--- src/rtl/pc_redirect_unit_pkg.sv ---
// Shared types and constants for the fetch-side PC redirect unit.
package pc_redirect_pkg;

  localparam int XLEN = 32;
  localparam logic [XLEN-1:0] PC_STEP = 32'd4;

  typedef enum logic [1:0] {
    BOOT  = 2'd0,
    FETCH = 2'd1,
    FLUSH = 2'd2
  } state_e;

  // Width needed to hold a flush count in the range 0..flush_cycles.
  function automatic int flush_cnt_width(input int flush_cycles);
    return $clog2(flush_cycles + 1);
  endfunction

endpackage

--- src/rtl/pc_redirect_unit_if.sv ---
// Instruction-memory fetch handshake between the PC redirect unit and imem.
interface pc_redirect_unit_if;
  import pc_redirect_pkg::*;

  logic            imem_req;
  logic [XLEN-1:0] imem_addr;
  logic            imem_ready;

  modport master (output imem_req, output imem_addr, input imem_ready);
  modport slave  (input imem_req, input imem_addr, output imem_ready);

endinterface

--- src/rtl/pc_redirect_unit_flush_counter.sv ---
// Loadable down-counter that times how long the squash window stays open.
module flush_counter #(
  parameter int W = 2
) (
  input  logic         clk,
  input  logic         rst_n,
  input  logic         load_i,
  input  logic [W-1:0] load_val_i,
  input  logic         dec_i,
  output logic [W-1:0] value_o,
  output logic         zero_o
);

  logic [W-1:0] cnt_q, cnt_d;

  // Load wins over decrement; the count saturates at zero.
  always_comb begin
    cnt_d = cnt_q;
    if (load_i) begin
      cnt_d = load_val_i;
    end else if (dec_i && (cnt_q != {W{1'b0}})) begin
      cnt_d = cnt_q - {{(W-1){1'b0}}, 1'b1};
    end else begin
      cnt_d = cnt_q;
    end
  end

  // Count register; reset clears any flush window in progress.
  always_ff @(posedge clk or negedge rst_n) begin
    if (!rst_n) begin
      cnt_q <= {W{1'b0}};
    end else begin
      cnt_q <= cnt_d;
    end
  end

  assign value_o = cnt_q;
  assign zero_o  = (cnt_q == {W{1'b0}});

endmodule

--- src/rtl/pc_redirect_unit.sv ---
// Owns the fetch PC: applies branch/jump redirects, drives the imem fetch
// handshake and raises flush to squash wrong-path instructions.
module pc_redirect_unit
  import pc_redirect_pkg::*;
#(
  parameter logic [31:0] RESET_PC     = 32'h0000_0000,
  parameter int          FLUSH_CYCLES = 2            // must be >= 1
) (
  input  logic                clk,
  input  logic                rst_n,
  input  logic                br_valid,
  input  logic                PCSel,
  input  logic [XLEN-1:0]     target,
  input  logic                stall,
  pc_redirect_unit_if.master  imem,
  output logic [XLEN-1:0]     pc,
  output logic [XLEN-1:0]     pc_plus4,
  output logic                fetch_valid,
  output logic                flush,
  output logic                misalign
);

  localparam int             CNT_W    = flush_cnt_width(FLUSH_CYCLES);
  localparam logic [CNT_W-1:0] CNT_LOAD = CNT_W'(FLUSH_CYCLES - 1);
  localparam logic [CNT_W-1:0] CNT_ONE  = CNT_W'(1);

  state_e          state_q, state_d;
  logic [XLEN-1:0] pc_q, pc_d;
  logic            misalign_q, misalign_d;

  logic            redir_s, good_redir_s, bad_redir_s, advance_s;
  logic [XLEN-1:0] eff_target_s;
  logic            cnt_load_s, cnt_dec_s, cnt_zero_s;
  logic [CNT_W-1:0] cnt_value_s;

  // Redirects only act while fetching: in FLUSH they come from squashed
  // instructions, and in BOOT nothing has been fetched yet.
  assign redir_s      = br_valid & PCSel & (state_q == FETCH);
  assign good_redir_s = redir_s & ~target[1];
  assign bad_redir_s  = redir_s &  target[1];
  assign eff_target_s = target & 32'hFFFF_FFFE;   // JALR clears bit 0
  assign advance_s    = imem.imem_ready & ~stall;

  flush_counter #(.W(CNT_W)) u_flush_counter (
    .clk        (clk),
    .rst_n      (rst_n),
    .load_i     (cnt_load_s),
    .load_val_i (CNT_LOAD),
    .dec_i      (cnt_dec_s),
    .value_o    (cnt_value_s),
    .zero_o     (cnt_zero_s)
  );

  // Next-state, next-PC and misalign flag; redirect outranks stall and ready.
  always_comb begin
    state_d    = state_q;
    pc_d       = pc_q;
    misalign_d = 1'b0;
    cnt_load_s = 1'b0;
    cnt_dec_s  = 1'b0;
    case (state_q)
      BOOT: begin
        state_d = FETCH;
      end
      FETCH: begin
        if (good_redir_s) begin
          pc_d       = eff_target_s;
          cnt_load_s = 1'b1;
          state_d    = (FLUSH_CYCLES > 1) ? FLUSH : FETCH;
        end else begin
          misalign_d = bad_redir_s;
          if (advance_s) begin
            pc_d = pc_q + PC_STEP;
          end else begin
            pc_d = pc_q;
          end
        end
      end
      FLUSH: begin
        cnt_dec_s = 1'b1;
        if (advance_s) begin
          pc_d = pc_q + PC_STEP;
        end else begin
          pc_d = pc_q;
        end
        // Last flush cycle when the count is about to hit zero; a zero
        // count here is unexpected and simply ends the window.
        if (cnt_zero_s || (cnt_value_s == CNT_ONE)) begin
          state_d = FETCH;
        end else begin
          state_d = FLUSH;
        end
      end
      default: begin
        state_d = BOOT;
      end
    endcase
  end

  // State, PC and misalign registers.
  always_ff @(posedge clk or negedge rst_n) begin
    if (!rst_n) begin
      state_q    <= BOOT;
      pc_q       <= RESET_PC;
      misalign_q <= 1'b0;
    end else begin
      state_q    <= state_d;
      pc_q       <= pc_d;
      misalign_q <= misalign_d;
    end
  end

  assign imem.imem_req  = (state_q != BOOT);
  assign imem.imem_addr = pc_q;
  assign pc             = pc_q;
  assign pc_plus4       = pc_q + PC_STEP;
  assign flush          = good_redir_s | (state_q == FLUSH);
  assign misalign       = misalign_q;
  assign fetch_valid    = (state_q != BOOT) & imem.imem_ready & ~stall & ~flush;

endmodule

--- src/flat_wrapper.sv ---
// flat-port wrapper written by rule: the top's interface ports become plain ports
module pc_redirect_unit_flat import pc_redirect_pkg::*;
#(
  parameter logic [31:0] RESET_PC     = 32'h0000_0000,
  parameter int          FLUSH_CYCLES = 2                           
)
  (clk, rst_n, br_valid, PCSel, target, stall, pc, pc_plus4, fetch_valid, flush, misalign, imem_imem_req, imem_imem_addr, imem_imem_ready);
  pc_redirect_unit_if imem_i ();
  input  logic clk;
  input  logic rst_n;
  input  logic br_valid;
  input  logic PCSel;
  input  logic [XLEN-1:0] target;
  input  logic stall;
  output logic [XLEN-1:0] pc;
  output logic [XLEN-1:0] pc_plus4;
  output logic fetch_valid;
  output logic flush;
  output logic misalign;
  output wire logic [$bits(imem_i.imem_req)-1:0] imem_imem_req;
  output wire logic [$bits(imem_i.imem_addr)-1:0] imem_imem_addr;
  input wire logic [$bits(imem_i.imem_ready)-1:0] imem_imem_ready;
  assign imem_imem_req = imem_i.imem_req;
  assign imem_imem_addr = imem_i.imem_addr;
  assign imem_i.imem_ready = imem_imem_ready;
  pc_redirect_unit #(.RESET_PC(RESET_PC), .FLUSH_CYCLES(FLUSH_CYCLES)) u_core (.clk(clk), .rst_n(rst_n), .br_valid(br_valid), .PCSel(PCSel), .target(target), .stall(stall), .imem(imem_i), .pc(pc), .pc_plus4(pc_plus4), .fetch_valid(fetch_valid), .flush(flush), .misalign(misalign));
endmodule
--- config.mk ---
export PLATFORM = sky130hd
export DESIGN_NAME = pc_redirect_unit_flat
export DESIGN_NICKNAME = d
export VERILOG_FILES = /design/src/rtl/pc_redirect_unit_pkg.sv /design/src/rtl/pc_redirect_unit_if.sv /design/src/rtl/pc_redirect_unit_flush_counter.sv /design/src/rtl/pc_redirect_unit.sv /design/src/flat_wrapper.sv
export SDC_FILE = /design/constraint.sdc
export NUM_CORES = 1
export LEC_CHECK = 0
export ABC_AREA = 1
export BUFFER_PORTS_ARGS = -buffer_cell sky130_fd_sc_hd__buf_2
export CAP_MARGIN = 20
export CORE_UTILIZATION = 42
export CTS_BUF_LIST = sky130_fd_sc_hd__clkbuf_8
export DETAILED_ROUTE_END_ITERATION = 10
export MAX_ROUTING_LAYER = met4
export PLACE_DENSITY = 0.68
export SLEW_MARGIN = 40
export SYNTH_ARGS = -nofsm -noshare
export SYNTH_HDL_FRONTEND = slang
export SYNTH_SLANG_ARGS = --single-unit
--- constraint.sdc ---
create_clock -name clk -period 4.05 [get_ports clk]
set_input_delay 0.405 -clock clk [delete_from_list [all_inputs] [get_ports clk]]
set_output_delay 0.405 -clock clk [all_outputs]
set_load 0.05 [all_outputs]
After elaboration in Yosys (flattened, before gate mapping)
Cells that the tools add are included.

Register bits after elaboration: 37. Bits of input ports: 38. Output and inout port bits: 100. Logic and storage cells: 43.

Add/subtract/negate cells: 2. Eq/ne operators: 4. Multiplexer cells: 13. Bitwise operators: 12. Reductions and logical operators: 8.

Operators by type and width (count): two-way mux 32 bit (2); case mux 32 bit (2 select lines) (1); adder 32 x 3 -> 32 bit, second input constant (1); bitwise AND 1 bit (8); two-way mux 2 bit (4); nonzero test 2 bit (4); case mux 2 bit (3 select lines) (1); two-way mux 1 bit (5); equality test 2 x 1 -> 1 bit, second input constant (2); zero test 2 bit (2); NOT 1 bit (3); equality test 2 bit, second input constant (1); != test 2 x 1 -> 1 bit, second input constant (1); subtractor 2 x 1 -> 2 bit, second input constant (1); logical AND 1 bit (1); logical OR 1 bit (1); OR 1 bit (1).

Logic depth before layout (Yosys ltp)
Gate-level depths: netlist (run 1).

Depth in word-level cells: 6. Mapped depth: 10. Depth with buffers taken out: 10.

Modules after synthesis
From an unflattened synthesis (run 1), not the netlist that was laid out.

Cells, all modules: 479. Area total of the unflattened synthesis: 3145.5 um^2.

By module, submodules not included: pc_redirect_unit (times used 1, cells an instance 460, area an instance 3017.9 um^2); flush_counter (times used 1, cells an instance 19, area an instance 127.6 um^2).

Least setup slack after synthesis (run 1)
OpenSTA, ideal clock, no wires.

Path kind: register -> output. Start point: register u_core.state_q[0]. End point: output fetch_valid. Data arrival time: 2.269 ns. Path slack: 1.376 ns. Cell stages (with the launch flop): 6. Buffers on the path: 0. Cells stage by stage: dfrtp_1 -> inv_1 -> ha_1 -> inv_1 -> nand2_1 -> nor3_1.

Word-level cells in the longest chain between the ends: 6. Elaborated cells on any way between the ends: 10.

Ends and longest elaborated chain: from (decl) (line pc_redirect_unit.sv:27) `state_e state_q, state_d;`; from (signal assigned) (line pc_redirect_unit.sv:107) `state_q <= state_d;`; equality test 2 x 1 -> 1 bit (line pc_redirect_unit.sv:38) `assign redir_s = br_valid & PCSel & (state_q == FETCH);`; bitwise AND 1 bit (line pc_redirect_unit.sv:38); bitwise AND 1 bit (line pc_redirect_unit.sv:39) `assign good_redir_s = redir_s & ~target[1];`; OR 1 bit * (line pc_redirect_unit.sv:117) `assign flush = good_redir_s | (state_q == FLUSH);`; net flush (line flat_wrapper.sv:18) `output logic flush;`; NOT 1 bit * (line pc_redirect_unit.sv:119) `assign fetch_valid = (state_q != BOOT) & imem.imem_ready & ~stall & ~flush;`; bitwise AND 1 bit * (line pc_redirect_unit.sv:119); to (decl) (line flat_wrapper.sv:17) `output logic fetch_valid;`.

The timed path passes the listed nets; every way through them passes the cells marked *.

Worst setup path in the final report (run 1)
Start point: register u_core.pc_q[2] (netlist: u_core.imem.imem_addr[2]). End point: output pc_plus4[22].

Word-level cells in the longest chain between the ends: 1.

Ends and longest elaborated chain: from (decl) (line pc_redirect_unit.sv:28) `logic [XLEN-1:0] pc_q, pc_d;`; from (signal assigned) (line pc_redirect_unit.sv:108) `pc_q <= pc_d;`; adder 32 x 3 -> 32 bit (line pc_redirect_unit.sv:116) `assign pc_plus4 = pc_q + PC_STEP;`; to (decl) (line flat_wrapper.sv:16) `output logic [XLEN-1:0] pc_plus4;`.

Every way passes these cells.

==> results of run 1 <==
state kept, by name, indices dropped and copies added, names as in the netlist:
name	count
u_core.state_q	2
u_core.imem.imem_addr	31
u_core.u_flush_counter.value_o	2
u_core.misalign	1
worst register-to-register path, delay by kind of cell (launching register included):
kind,cells,cell delay (ns)
AND/OR/NAND/NOR,2,0.77
AO/OA/AOI/OAI,2,0.64
adder cells (fa/ha/maj),1,0.22
buffers and inverters,1,0.11
flip-flops,1,0.41
how the worst max path moves through the flow:
stage	from	endpoint	slack, ns
finish	u_core.imem.imem_addr[2]	pc_plus4[22]	1.65
global placement	u_core.state_q[1]	u_core.imem.imem_addr[17]	1.73
global route	u_core.imem.imem_addr[3]	pc_plus4[22]	1.49
floorplan	u_core.state_q[0]	fetch_valid	1.38
detailed placement	u_core.state_q[1]	u_core.imem.imem_addr[15]	1.80
CTS	u_core.imem.imem_addr[2]	pc_plus4[22]	1.62
kinds of logic after synthesis:
kind of cell             count (synthesis)
adder cells (fa/ha/maj)                  7
AO/OA/AOI/OAI                           71
AND/OR/NAND/NOR                        263
flip-flops                              36
XOR/XNOR                                14
buffers and inverters                   78
other                                    1
metal layers:
metal	GRT usage, %	wire length (um)	share of wire [%]	up-vias
met3	4.104	487	5.8	10
met5	-	0	0	-
met1	28.01	3667	44	1504
li1	-	-	-	1637
met2	38.60	4105	49	98
met4	6.305	107	1.3	0
area by class of cell:
type,count,area [um2],area share [%]
Clock buffer,6,82.58,2.207
Tap cell,99,123.9,3.311
Multi-Input combinational cell,358,1834,49.03
Timing Repair Buffer,134,675.6,18.06
Clock inverter,2,7.507,0.2007
Inverter,31,116.4,3.110
Sequential cell,36,900.9,24.08
synth_stat cells (7+ instances only):
library cell,number
a21oi_1,46
buf_4,36
dfrtp_1,36
ha_1,7
inv_1,29
nand2_1,158
nand3_1,11
nor2_1,57
nor2_4,10
o21ai_0,14
xnor2_1,7
per-stage QoR:
stage,cells,instance area (um2)
after floorplan,472,3168
after global placement,658,3643
after detailed placement,658,3651
after CTS,666,3741
after global routing,666,3741
final,666,3741
==> impl_summary.md, run 1 <==
Outcome
The run finished with clean final reports.

Synth
After synthesis, the share of cell area in mux cells is 0%. Synthesis handed over a netlist of 470 instances. Counting flops with a built-in enable in the synthesized netlist gives 0. Summing the areas of all compound-gate instances in the mapped netlist gives 12.03% of the synthesized area. The share of synthesized registers carrying an async set or reset is 100.0%. In the post-synthesis netlist, the biggest area contributors are dfrtp_1 29%, nand2_1 19%, buf_4 8.6%. The XOR/XNOR share of the synthesized area is 5.305%. The synthesized design devotes to its leading area cell type 28.50% of total area. The post-synthesis adder-cell area fraction is 2.771%. Counting flops and latches in the post-synthesis netlist gives 36. The number of different library cells used by synthesis comes to 34.

The top flip-flop cell by instance count after synthesis is dfrtp_1. After synthesis, the mean cell area works out to 6.725 um2. Yosys printed 0 warnings. Of all cell types, the one taking the most synthesized area is dfrtp_1. The synthesized netlist occupies a cell area of 0.003161 mm2.

The simple-gate share of the synthesized area is 37.33%. After synthesis, flip-flops and latches occupy 28.50% of the total area. By area, the combinational part of the netlist is dominated by simple AND/OR/NAND/NOR gates.

Floorplanning
The floorplan die height is 88.75 um. The die covers 0.007876 mm2. The initial standard-cell utilization of the core is 43.57%.

The row count is 31. The die outline width is 88.75 um. The I/O pin total is 138. The area of the placeable core is 0.007253 mm2.

Placed design
Buffers placed on the I/O ports in this run total 133. The post-place setup slack is 1.797 ns. Detailed placement finished with a half-perimeter wire length of 6278 um.

The global placement routability congestion is 0.8887.

CTS
The number of hold buffers added after CTS was 0. The total CTS buffers is 5. The deepest clock path buffer count is 2. For this design, the sink count on the clock tree is 36. TritonCTS built the clock tree. Clock tree synthesis selected as its root buffer the cell clkbuf_8.

The clock insertion delay at the later pin of the skew report is 0.30 ns. The number of resized instances in the post-cts repair step is 0. The clock-pin slew of the registers on the worst-case setup and hold paths is 0.07 ns.

The total number of H-tree levels is 2. The count of buffers added by post-CTS timing repair for setup is 0.

STA
The number of hold violations in the final report is 0. The worst pin sits at a relative slew slack of 52.56%. The final hold slack is 0.05763 ns. For this run, the top clock speed supported by timing is 415.9 MHz. The clock arrives with 0.004517 ns of skew. The count of pins over their slew limit came to 0. After layout, the worst path uses 59.37% of the clock period. Setup violations remaining at the end of the flow were counted as 0. After routing, the total negative slack on setup checks comes to 0 ns. For the pin with the worst max-slew slack, the measured transition is 0.7100 ns.

Setup repair after global routing left no endpoint under its margin. The setup slack after layout is 1.646 ns. The worst path in the final design needs a cycle of 2.404 ns, including I/O delays and setup.

Job
The tool flagged a number of max-cap violations equal to 0.

Setup path
STA puts the critical path data arrival time at 2.00 ns. The worst path buffer plus inverter count is 1. Across all register-to-register paths, the minimum setup slack is 1.82 ns.

The cell family contributing the most delay on the critical path is simple AND/OR/NAND/NOR gates. The most prevalent standard cell on the critical path is nand2_1. The worst register-to-register path ends at u_core.imem.imem_addr[2]. The critical path goes through ha_1, nand2_1, nor2_4, nand2_4, nor2_4, nand2_1, nand2_1, and2_1, buf_2. The worst reg2reg path depth is 6.

The required arrival time at the worst endpoint is 3.64 ns. Along the worst path, the maximum fanout reaches 5. The sort of element at the start of the critical path is a flip-flop.

The critical path runs through a total of 9 cells. The longest individual stage delay on the worst path is 0.41 ns. The startpoint of the lowest-slack register-to-register path is u_core.state_q[1]. The slowest stage of the critical path belongs to the cell dfrtp_1. The setup path with the least slack is of type flip-flop to output port. STA classifies the critical path endpoint as an output port.

Finish
The count of nets after finishing is 611. The number of fillers in the final layout is 787. Compared with the post-synthesis result, the final layout area differs by 18.37%. The fraction of final layout cells sized beyond drive strength 1 is 30.86%. The most common library cell in the layout ignoring fill and taps is nand2_1.

In the layout the commonest cells are 158 x nand2_1, 132 x buf_2, 57 x nor2_1. The antenna diode count is 0. For this run, the share of the core covered by cells in the final layout is 51.58%.

GRT
Global routing used 22.87% of the available tracks. The largest net degree at the start of global routing is 37. The number of global-route vias before repair is 2880. The initial antenna violation count is 0. The global-route wire length before repair is 13460 um.

The total grt overflow is 0.

Drt
The routed via count is 3249. Before antenna repair, the detailed router went through 4 iterations. The via density per instance is 4.878. The residual DRC count is 0.

In this run the remaining antenna-violating nets after routing total 0. For this block, the initial DRC count from the detailed router was 117. In the final routed layout, each cell accounts on average for 12.56 um. After detailed routing, the total wire length is 8367 um.

Min path
The path class of the tightest hold or removal check is input port to asynchronous set/reset pin.
Power of run 1 is left out: the tool's default activity adds up to more than one toggle a clock period on the data nets, which glitch-free logic cannot reach.
==> inputs of run 2 (changes only) <==
--- a/config.mk
+++ b/config.mk
@@ -12,7 +12,7 @@
 export CTS_BUF_LIST = sky130_fd_sc_hd__clkbuf_8
 export DETAILED_ROUTE_END_ITERATION = 10
 export MAX_ROUTING_LAYER = met4
-export PLACE_DENSITY = 0.68
+export PLACE_DENSITY = 0.71
 export SLEW_MARGIN = 40
 export SYNTH_ARGS = -nofsm -noshare
 export SYNTH_HDL_FRONTEND = slang
==> constraint.sdc (replaced) <==
create_clock -name clk -period 2.2 [get_ports clk]
set_input_delay 0.22 -clock clk [delete_from_list [all_inputs] [get_ports clk]]
set_output_delay 0.22 -clock clk [all_outputs]
set_load 0.05 [all_outputs]
==> impl_summary.md, run 2 (same netlist as run 1, synthesis figures left out) <==
Floorplanning
The initial standard-cell utilization of the core is 43.57% (unchanged). The area of the die is 0.007876 mm2 (unchanged). The row count is 31 (unchanged).

The area of the placeable core is 0.007253 mm2 (unchanged). The floorplan die height is 88.75 um (unchanged). The I/O pin total came to 138 (unchanged). The die outline width is 88.75 um (unchanged).

Drt
The number of nets with antenna violations after routing is 0 (unchanged). The routed via count is 3267 (+0.55%). The residual DRC count is 0 (unchanged). The number of DRC markers in iteration 0 is 149 (+27%). The total iterations of the first detailed-routing run is 4 (unchanged). The via density per instance is 4.833 (-0.93%). The wire length after detailed routing is 8455 um (+1.1%). The average routed wire per standard cell is 12.51 um (-0.44%).

Job
The max-cap violation count came to 0 (unchanged).

GRT
The total grt overflow is 0 (unchanged). The number of global-route vias before repair is 2998 (+4.1%). The global-route wire length before repair was 13900 um (+3.3%). The initial antenna violation count is 0 (unchanged). The largest net degree at the start of global routing is 37 (unchanged).

The global routing usage summed across all routing layers was 23.17% (+0.30 points).

Placed design
The global placement routability congestion is 0.8851 (-0.41%). The count of port buffers added during placement is 133 (unchanged). The number of placed instances with taps included is 662 (+0.61%). The detailed placer's ending HPWL is 6326 um (+0.76%).

CTS
The clock insertion delay at the later pin of the skew report came to 0.29 ns (about the same). The total number of clock tree sinks was 36 (unchanged). The total number of H-tree levels is 2 (unchanged). The clock-pin slew of the registers on the worst-case setup and hold paths is 0.07 ns (about the same). The deepest clock path buffer count is 2 (unchanged). The CTS tree is built. The total CTS buffers was 5 (unchanged).

The buffer type at the clock tree root is clkbuf_8.

Finish
The number of fillers in the final layout came to 722 (-8.3%). The antenna diode count is 0 (unchanged). The most common library cell in the layout ignoring fill and taps is nand2_1.

The final cell utilization of the core was 54.46% (+2.9 points). The fraction of final layout cells sized beyond drive strength 1 was 36.22% (+5.4 points). The area taken by multi-input logic gates came to 0.001916 mm2 (+4.4%). In the layout the commonest cells are 157 x nand2_1, 124 x buf_2, 56 x nor2_1. The growth of design area from synthesis to finish is 24.98%. The flip-flop count of the largest register after layout was 31 (unchanged). The count of placed standard cells in the final layout, fillers left out came to 676 (+1.5%). The count of nets after finishing was 621 (+1.6%). The register area is 917.1 um2 (+1.8%).

Setup path
The path type of the worst setup path is flip-flop to output port. The data arrival time of the critical path was 1.89 ns (-0.11 ns). The signal on the critical path passes through ha_4, nand2_1, nor2_4, nand2_4, nor2_8, xor2_2, clkbuf_4. The longest individual stage delay on the worst path is 0.43 ns (+0.02 ns). The critical-path maximum fanout is 5 (unchanged). The worst setup path is launched from a flip-flop. The required arrival time at the worst endpoint is 1.98 ns (-1.66 ns). On the critical path, the stage with the largest delay is an instance of dfrtp_2. The worst setup path is captured at an output port.

Outcome
The run finished with clean final reports.

STA
The timing-limited maximum frequency is 473.4 MHz. The post-route clock skew is 0.004638 ns (+0.0001209 ns). The count of pins over their slew limit came to 0 (unchanged). The transition time at the pin with the least slew margin was 0.6046 ns (-0.1053 ns).

The number of hold violations in the final report is 0 (unchanged). The worst path uses 96.02% of the clock period. The relative slew slack is 59.60% (+7.0 points).

The number of setup violations in the final report came to 0 (unchanged). Counting I/O delays and the setup requirement, the final critical path takes 2.112 ns.

Min path
The worst hold path belongs to the class input port to flip-flop.
-- run 2: cell count changes in the layout (fill, tap and decap cells not counted), moves of 5 or more --
cell,delta
buf_2,-8
xnor2_2,+5
dfrtp_2,+13
dfrtp_1,-13
buf_4,+13
xnor2_1,-5
-- run 2: final timing paths --
| check | startpoint | to | cells past startpoint | slack (ns) |
|---|---|---|---|---|
| setup / recovery | u_core.imem.imem_addr[2] | pc_plus4[12] | 7 | 0.09 |
| hold / removal | target[1] | u_core.imem.imem_addr[1] | 3 | 0.19 |
| setup reg to reg | u_core.state_q[1] | u_core.imem.imem_addr[4] | 7 | 0.25 |
| hold reg to reg | u_core.imem.imem_addr[1] | u_core.imem.imem_addr[1] | 2 | 0.53 |
| max in group asynchronous | rst_n | u_core.imem.imem_addr[3] | 2 | 1.39 |
| min in group asynchronous | rst_n | u_core.imem.imem_addr[17] | 2 | 0.43 |
-- run 2: layer usage --
metal	global-route usage, %	vias to the layer above	part of all wire [%]
met2	41.05	99	49
met4	4.399	0	1.2
met3	3.172	9	4.2
met5	-	-	0
met1	28.18	1507	45
li1	-	1652	-
-- run 2: worst max-delay path, delay by kind of cell, from the launching register on --
family                     cells  cell delay, ns
xor gates and xnor gates       1            0.19
adders and majority gates      1            0.15
buffers and inverters          1            0.26
DFF                            1            0.43
and+or+nand+nor                4            0.59
-- run 2: what timing repair did --
item | 4_1_cts | 5_1_grt
resized for setup | 4 | 30
endpoints found under the setup margin | 4 | 22
hold endpoints to repair | 36 | 0
pin swaps | 1 | 7
buffers inserted | 0 | 5
hold buffers | 1 | 0
-- run 2: cell type report --
type	instances	area share, %
sequential	36	23.22
timing repair buffer	144	19.86
inverter	31	3.009
clock buffer	6	2.091
multi-input combinational	358	48.50
tap	99	3.136
clock inverter	2	0.1901
-- run 2: stage by stage --
stage | TNS [ns] | hold slack, ns | area, um2 | setup slack, ns
after floorplan | 0 | -0.07559 | 3224 | 0.02040
after global placement | 0 | 0.3725 | 3730 | 0.08021
after detailed placement | 0 | 0.2217 | 3737 | 0.1507
after CTS | 0 | 0.1850 | 3847 | 0.007900
after global routing | -0.06654 | 0.2002 | 3950 | -0.01678
final | 0 | 0.1913 | 3950 | 0.08767
Power of run 2 is left out for the same reason.
==> inputs of run 3 (changes only) <==
--- a/config.mk
+++ b/config.mk
@@ -8,11 +8,13 @@
 export ABC_AREA = 1
 export BUFFER_PORTS_ARGS = -buffer_cell sky130_fd_sc_hd__buf_2
 export CAP_MARGIN = 20
-export CORE_UTILIZATION = 42
+export CELL_PAD_IN_SITES_DETAIL_PLACEMENT = 0
+export CELL_PAD_IN_SITES_GLOBAL_PLACEMENT = 1
+export CORE_UTILIZATION = 30
 export CTS_BUF_LIST = sky130_fd_sc_hd__clkbuf_8
 export DETAILED_ROUTE_END_ITERATION = 10
 export MAX_ROUTING_LAYER = met4
-export PLACE_DENSITY = 0.71
+export PLACE_DENSITY_LB_ADDON = 0.1
 export SLEW_MARGIN = 40
 export SYNTH_ARGS = -nofsm -noshare
 export SYNTH_HDL_FRONTEND = slang
==> impl_summary.md, run 3 (same netlist as run 1, synthesis figures left out) <==
Outcome
The run finished with clean final reports.

Drt
The number of DRC markers in iteration 0 was 101 (-32%). The residual DRC count is 0 (unchanged). The number of nets with antenna violations after routing is 0 (unchanged).

The via density per instance is 4.481 (-7.3%). The routed via count is 3240 (-0.83%). The average routed wire per standard cell came to 13.39 um (+7.1%).

The wire length after detailed routing came to 9684 um (+15%). The total iterations of the first detailed-routing run is 4 (unchanged).

Setup path
The longest individual stage delay on the worst path came to 0.48 ns (+0.05 ns). The critical-path maximum fanout was 7 (+2). The cell with the largest stage delay on the worst path is dfrtp_2. The data arrival time of the critical path came to 1.88 ns (about the same). The sort of element at the start of the critical path is a flip-flop. The path type of the worst setup path is flip-flop to output port. The worst path buffer plus inverter count came to 1 (unchanged).

The most prevalent standard cell on the critical path is nand2_1. Walking the worst path, the cells encountered are nand2_1, nor2_1, nand2_1, nor2_4, nand3_1, nand2_1, buf_2. The type of element capturing the critical path is an output port. The required arrival time at the worst endpoint was 1.98 ns (about the same). The family with the most delay on the worst path is simple AND/OR/NAND/NOR gates.

STA
The share of the clock period used by the worst path came to 95.61% (-0.41 points). The relative slew slack is 54.85% (-4.7 points). The number of setup violations in the final report is 0 (unchanged). The number of hold violations in the final report is 0 (unchanged). The total negative setup slack was 0 ns (unchanged). The transition time at the pin with the least slew margin is 0.6757 ns (+0.07105 ns). The minimum period implied by the final worst setup slack is 2.103 ns (-0.008945 ns). The count of pins over their slew limit came to 0 (unchanged). The timing-limited maximum frequency is 475.4 MHz (+0.43%).

Setup repair after global routing could not meet its margin everywhere. The post-route clock skew was 0.008358 ns (+0.003720 ns).

Min path
The kind of path behind the tightest hold check is input port to flip-flop.

Placed design
The count of port buffers added during placement is 133 (unchanged). The post-detailed-placement cell area is 0.003819 mm2 (+2.2%). The number of placed instances with taps included is 704 (+6.3%).

The global placement routability congestion is 0.7718 (-13%). The detailed placer's ending HPWL was 7294 um (+15%).

Floorplanning
The row count is 37 (+19%). The initial standard-cell utilization of the core came to 30.75% (-13 points). The area of the die was 0.01095 mm2 (+39%). The die outline width came to 104.6 um (+18%).

The area of the placeable core came to 0.01028 mm2 (+42%). The floorplan die height was 104.6 um (+18%). The I/O pin total came to 138 (unchanged).

Finish
The most common library cell in the layout ignoring fill and taps is nand2_1. The flip-flop count of the largest register after layout is 31 (unchanged). The fraction of final layout cells sized beyond drive strength 1 is 38.16% (+1.9 points). The final cell area excluding filler cells is 0.004099 mm2 (+3.8%). Relative to the synthesized area, the layout overhead comes to 29.69%. The antenna diode count is 0 (unchanged). The count of nets after finishing is 631 (+1.6%). The count of placed standard cells in the final layout, fillers left out came to 723 (+7.0%). The top cell types in the final layout, fill and taps aside, are 155 x nand2_1, 120 x buf_2, 55 x nor2_1.

CTS
The deepest clock path buffer count came to 2 (unchanged). The total CTS buffers was 5 (unchanged). The total number of clock tree sinks is 36 (unchanged).

The total number of H-tree levels is 2 (unchanged). The clock insertion delay at the later pin of the skew report is 0.29 ns (about the same). The buffer type at the clock tree root is clkbuf_8. The clock-pin slew of the registers on the worst-case setup and hold paths is 0.08 ns (about the same). The CTS tree is built.

GRT
The total grt overflow came to 0 (unchanged). The initial antenna violation count came to 0 (unchanged). The global-route wire length before repair is 16100 um (+16%). The largest net degree at the start of global routing is 28 (-24%). The number of global-route vias before repair is 3175 (+5.9%).

The global routing usage summed across all routing layers was 18.89% (-4.3 points).

Job
The max-cap violation count is 0 (unchanged).
[run 3: worst paths after layout]
check / startpoint / to / slack, ns / depth (start not counted)
worst min register to register: u_core.imem.imem_addr[1] / u_core.imem.imem_addr[1] / 0.53 / 2
worst max register to register: u_core.state_q[1] / u_core.imem.imem_addr[3] / 0.25 / 10
worst min-delay path: target[1] / u_core.imem.imem_addr[1] / 0.19 / 3
worst max-delay path: u_core.imem.imem_addr[11] / pc_plus4[31] / 0.1 / 7
min in group asynchronous: rst_n / u_core.u_flush_counter.value_o[1] / 0.42 / 2
max in group asynchronous: rst_n / u_core.imem.imem_addr[10] / 1.12 / 3
[run 3: layout make-up]
type,count,area (um2)
clock buffers,5,68.82
inverters,31,118.9
fillers,1162,6178
repair buffers,154,865.8
clock inverters,3,38.79
well taps,136,170.2
multi-input cells,358,1916
flip-flops and latches,36,920.9
[run 3: worst register-to-register path: cells and delay by family, from the launching register on]
kind	cells	cell delay (ns)
buffers and inverters	3	0.41
and+or+nand+nor	4	0.58
adders and majority gates	1	0.20
DFF	1	0.42
AOI/OAI and AO/OA	2	0.24
[run 3: stage by stage]
step | hold slack [ns] | setup slack (ns) | utilization (%)
finish | 0.1903 | 0.09661 | 39.88
floorplan | -0.07559 | 0.02040 | -
detailed placement | 0.2034 | 0.06552 | 37.16
CTS | 0.1868 | -0.006590 | 38.51
global route | 0.1922 | -0.01360 | 39.88
global placement | 0.2011 | -0.01140 | 37.11
[run 3: what timing repair did]
action                                  in CTS  in global routing
endpoints found under the setup margin      11                 46
gates resized for setup                      9                 32
endpoints found under the hold margin       16                  0
pin swaps                                    1                  6
setup buffers                                0                 10
hold buffers                                 1                  0
[run 3: routing by layer]
metal  up-vias  share of wire [%]  track usage, %
met5         -                  0               -
met1      1476                 46           24.49
li1       1666                  -               -
met4         0                1.4           4.527
met2        87                 48           31.03
met3        11                3.9           2.745
Power of run 3 is left out for the same reason.
